$ cat config.mk
export PLATFORM = sky130hd
export DESIGN_NAME = driver_motor_paso
export DESIGN_NICKNAME = d
export VERILOG_FILES = /design/src/rtl/driver_motor_paso.sv
export SDC_FILE = /design/constraint.sdc
export NUM_CORES = 1
export LEC_CHECK = 0
export CORE_MARGIN = 1.5
export CORE_UTILIZATION = 38
export CTS_CLUSTER_DIAMETER = 100
export CTS_CLUSTER_SIZE = 8
export DETAILED_ROUTE_END_ITERATION = 12
export GPL_ROUTABILITY_DRIVEN = 0
export HOLD_SLACK_MARGIN = 0.08
export PLACE_DENSITY = 0.65
export SYNTH_ARGS = -nofsm -noshare
export SYNTH_HDL_FRONTEND = slang
export SYNTH_SLANG_ARGS = --single-unit
export TNS_END_PERCENT = 10
$ cat constraint.sdc
create_clock -name clk -period 3.05 [get_ports clk]
set_input_delay 0.61 -clock clk [delete_from_list [all_inputs] [get_ports clk]]
set_output_delay 0.61 -clock clk [all_outputs]
set_load 0.02 [all_outputs]
$ cat src/rtl/driver_motor_paso.sv
// rtl/driver_motor_paso.sv - stepper motor driver: prescaled step ticks, coil phase sequencer, saturating position.
// Optional MEDIO_PASO_EN selects the 8-entry half-step sequence instead of the 4-entry full-step one.
module driver_motor_paso #(
    parameter logic [15:0] DIV     = 16'd50000,
    parameter logic [15:0] POS_MAX = 16'd3599,
    parameter logic [15:0] POS_INI = 16'd0
) (
    input  logic        clk,
    input  logic        rst,
    input  logic        habilitar,
    input  logic [1:0]  s_in,
    output logic [3:0]  fases,
    output logic [15:0] posicion,
    output logic        paso,
    output logic        lim_max,
    output logic        lim_min
);

`ifdef MEDIO_PASO_EN
    localparam int IDX_W = 3;
`else
    localparam int IDX_W = 2;
`endif

    logic [15:0]      cnt_q, cnt_d;
    logic [IDX_W-1:0] idx_q, idx_d;
    logic [15:0]      pos_q, pos_d;
    logic [3:0]       fases_q, fases_d;
    logic             paso_q, paso_d;
    logic             tick;

    // Sequence index wraps naturally through the index width (N = 2**IDX_W).
    function automatic logic [3:0] patron(input logic [IDX_W-1:0] i);
        patron = 4'b0000;
`ifdef MEDIO_PASO_EN
        case (i)
            3'd0: patron = 4'b0001;
            3'd1: patron = 4'b0011;
            3'd2: patron = 4'b0010;
            3'd3: patron = 4'b0110;
            3'd4: patron = 4'b0100;
            3'd5: patron = 4'b1100;
            3'd6: patron = 4'b1000;
            3'd7: patron = 4'b1001;
        endcase
`else
        case (i)
            2'd0: patron = 4'b0011;
            2'd1: patron = 4'b0110;
            2'd2: patron = 4'b1100;
            2'd3: patron = 4'b1001;
        endcase
`endif
    endfunction

    assign tick = habilitar && (cnt_q == DIV - 16'd1);

    always_comb begin
        cnt_d  = 16'd0;
        idx_d  = idx_q;
        pos_d  = pos_q;
        paso_d = 1'b0;

        if (habilitar && !tick) begin
            cnt_d = cnt_q + 16'd1;
        end

        // Direction is only looked at on the tick; 10 falls through as stop.
        if (tick) begin
            if (s_in == 2'b01 && pos_q < POS_MAX) begin
                idx_d  = idx_q + 1'b1;
                pos_d  = pos_q + 16'd1;
                paso_d = 1'b1;
            end else if (s_in == 2'b11 && pos_q > 16'd0) begin
                idx_d  = idx_q - 1'b1;
                pos_d  = pos_q - 16'd1;
                paso_d = 1'b1;
            end
        end

        fases_d = habilitar ? patron(idx_d) : 4'b0000;
    end

    always_ff @(posedge clk or posedge rst) begin
        if (rst) begin
            cnt_q   <= 16'd0;
            idx_q   <= '0;
            pos_q   <= POS_INI;
            fases_q <= 4'b0000;
            paso_q  <= 1'b0;
        end else begin
            cnt_q   <= cnt_d;
            idx_q   <= idx_d;
            pos_q   <= pos_d;
            fases_q <= fases_d;
            paso_q  <= paso_d;
        end
    end

    assign fases    = fases_q;
    assign posicion = pos_q;
    assign paso     = paso_q;
    assign lim_max  = (pos_q == POS_MAX);
    assign lim_min  = (pos_q == 16'd0);

endmodule

==> flow_metrics.env <==
export IMPL_wl_per_cell_um=13.8
export IMPL_required_ns=2.44
export IMPL_io_buffer_count=27
export IMPL_drv_cap=0
export IMPL_first_pass_iters=4
export IMPL_overflow=0
export IMPL_final_util_pct=51.4
export IMPL_drt_vias_per_instance=5.25
export IMPL_synth_flop_cell="dfrtp_1"
export IMPL_finalWirelength_um=5770
export IMPL_max_stage_delay_ns=0.65
export IMPL_grt_setup_unrepaired="no"
export IMPL_insertion_delay_ns=0.31
export IMPL_drv_slew=0
export IMPL_path_delay_family="buffers and inverters"
export IMPL_antenna_found_initial=0
export IMPL_ys_warn_count=0
export IMPL_syn_area_per_cell_um2=9.14
export IMPL_numClockSinks=39
export IMPL_regArea_um2=976
export IMPL_async_reset_ff_share_pct=100
export IMPL_die_x_um=83.1
export IMPL_drtIter0Drc=95
export IMPL_grt_met1_usage_pct=23.6
export IMPL_arrival_ns=2.24
export IMPL_worst_path_max_delay_cell="clkdlybuf4s50_1"
export IMPL_synth_fp_nets=292
export IMPL_grt_pass1_wl_um=9900
export IMPL_nets=365
export IMPL_max_freq_mhz=351
export IMPL_area_growth_syn_to_layout_pct=32.2
export IMPL_synth_edf_count=0
export IMPL_holdWs_ns=0.492
export IMPL_p_per_area_nw_per_um2=383
export IMPL_slew_headroom_pct=63.7
export IMPL_fillers=597
export IMPL_final_setup_skew_ns=0.0117
export IMPL_drive_above_1_share_pct=17.9
export IMPL_cts_buffers=5
export IMPL_drcViolationCount=0
export IMPL_yosys_register_bits=39
export IMPL_synthCells=267
export IMPL_use_met3_pct=3.98
export IMPL_cp_start_kind="register"
export IMPL_grt_busiest_layer="met2"
export IMPL_crit_fanout=4
export IMPL_synthDistinctLibCells=45
export IMPL_path_cells="nor4_1 > buf_4 > and3_1 > nor3b_2 > clkdlybuf4s50_1"
export IMPL_grt_pass1_vias=2123
export IMPL_fin_crit_ns=2.85
export IMPL_cts_setup_buffers=0
export IMPL_fp_row_count=29
export IMPL_cts_max_path_buffers=2
export IMPL_grt_usage_pct=17.7
export IMPL_path_buf_inv=2
export IMPL_place_hpwl_um=4330
export IMPL_grt_start_max_net_pins=40
export IMPL_vdd_ir_drop_max_v=0.000208
export IMPL_use_met2_pct=29.0
export IMPL_seq_area_frac_synth_pct=40.0
export IMPL_core_um2=6280
export IMPL_worstSetupPathType="reg -> out"
export IMPL_final_hold_violation_count=0
export IMPL_die_area_um2=6910
export IMPL_vias=2194
export IMPL_worst_setup_path_end_kind="primary output"
export IMPL_final_period_utilization_pct=93.3
export IMPL_antenna_cells=0
export IMPL_multi_input_area_um2=1440
export IMPL_htreeDepth=2
export IMPL_clkTransAtPathRegs_ns=0.09
export IMPL_cts_root_buf="clkbuf_8"
export IMPL_tightest_slew_ns=0.540
export IMPL_setup_viol=0
export IMPL_io_pin_count=28
export IMPL_syn_cell_area_um2=2440
export IMPL_tritoncts="built"
export IMPL_hp_class="reg -> reg"
export IMPL_p_leak_nw=1.48
export IMPL_status="finished, final reports clean"
export IMPL_initial_utilization_pct=38.9
export IMPL_die_y_um=83.1
export IMPL_antenna_left=0
cells in the final DEF, fill, tap and decap left out, types with 2 or more instances in the layout:
cell,instances
nand4_1,5
nor4_1,3
nor3_1,4
o21ai_1,4
a21oi_1,13
o211ai_1,2
o21bai_1,3
clkdlybuf4s50_1,27
a211oi_2,2
and3_1,9
or3_1,2
buf_4,44
clkbuf_8,5
ha_1,19
inv_1,6
xnor2_1,11
nand2b_1,2
nand3_1,12
o21ai_0,26
xor2_1,17
a21o_1,4
nand2_1,26
dfrtp_1,39
a31oi_1,3
nor2_1,29
clkinvlp_4,2
registers in the layout, indices dropped and copies added (netlist names):
name	count
cnt_q	16
fases	4
idx_q	2
paso	1
posicion	16
area by class of cell:
class,instances,area share [%]
tap,77,2.99
clock buffer,5,2.13
clock inverter,3,0.621
timing repair buffer,71,18.6
inverter,6,0.698
sequential,39,30.3
multi-input combinational,217,44.7
where the power goes:
part | internal [mW] | switching [mW] | leakage, nW
clock | 0.159 | 0.203 | 0.0402
combinational | 0.162 | 0.169 | 0.906
sequential | 0.531 | 0.0104 | 0.530
cell usage after synthesis (all sizes together), types with 2 or more instances:
cell     n  area, um^2
nor4     3        18.8
a21oi   13        65.1
nor3     5        25.0
o21bai   3        22.5
dfrtp   39         976
or3      2        12.5
nand4    5        31.3
a211oi   2        15.0
xnor2   11        96.3
a21o     4        30.0
nand3   12        60.1
ha      19         238
o21ai   30         150
a31oi    3        18.8
and3     9        56.3
inv      6        22.5
nand2b   2        12.5
o211ai   2        15.0
nor2    30         115
clkbuf   2        7.51
nand2   26        97.6
buf      3        21.3
xor2    17         149
per-layer routing:
| metal | up-vias | part of all wire (%) |
|---|---|---|
| met3 | 6 | 4.4 |
| met4 | 0 | 1.1 |
| met5 | - | 0 |
| li1 | 1100 | - |
| met2 | 51 | 48 |
| met1 | 1037 | 47 |
stage by stage:
| stage | worst slack [ns] | setup TNS, ns | instances | area (um^2) | power (mW) |
|---|---|---|---|---|---|
| 3_3_place_gp | -0.0488 | -0.0488 | 410 | 3110 | 0.872 |
| 2_1_floorplan | 0.128 | 0 | 267 | 2440 | 0.741 |
| 6_report | 0.205 | 0 | 418 | 3220 | 1.23 |
| 3_5_place_dp | -0.0835 | -0.109 | 410 | 3110 | 0.877 |
| 4_1_cts | 0.0369 | 0 | 418 | 3200 | 1.24 |
| 5_1_grt | 0.0356 | 0 | 418 | 3220 | 1.31 |
cells by family (layout without fill, tap and decap cells):
| family | after synthesis | after routing | share of synthesized area, % |
|---|---|---|---|
| flip-flops | 39 | 39 | 40.0 |
| AO/OA/AOI/OAI | 66 | 66 | 16.2 |
| XOR/XNOR | 28 | 28 | 10.1 |
| buffers and inverters | 11 | 85 | 2.10 |
| AND/OR/NAND/NOR | 102 | 102 | 20.7 |
| multiplexers | 1 | 1 | 0.410 |
| adder cells (fa/ha/maj) | 20 | 20 | 10.6 |
final timing paths:
kind,from,slack [ns],cells past startpoint,end
worst min register to register,cnt_q[0]$_DFF_PP0_,0.49,1,cnt_q[0]$_DFF_PP0_
worst max register to register,posicion[8]$_DFFE_PP0P_,0.25,12,posicion[14]$_DFFE_PP0P_
worst min-delay path,cnt_q[0]$_DFF_PP0_,0.49,1,cnt_q[0]$_DFF_PP0_
worst max-delay path,posicion[14]$_DFFE_PP0P_,0.20,5,lim_max
min in group asynchronous,rst,0.72,3,posicion[7]$_DFFE_PP0P_
max in group asynchronous,rst,1.98,3,fases[0]$_DFF_PP0_
what timing repair did:
action	4_1_cts	5_1_grt
gates resized for setup	0	8
endpoints found under the setup margin	0	8
hold buffers	0	0
endpoints found under the hold margin	0	0
(Power assumes the default switching activity.)
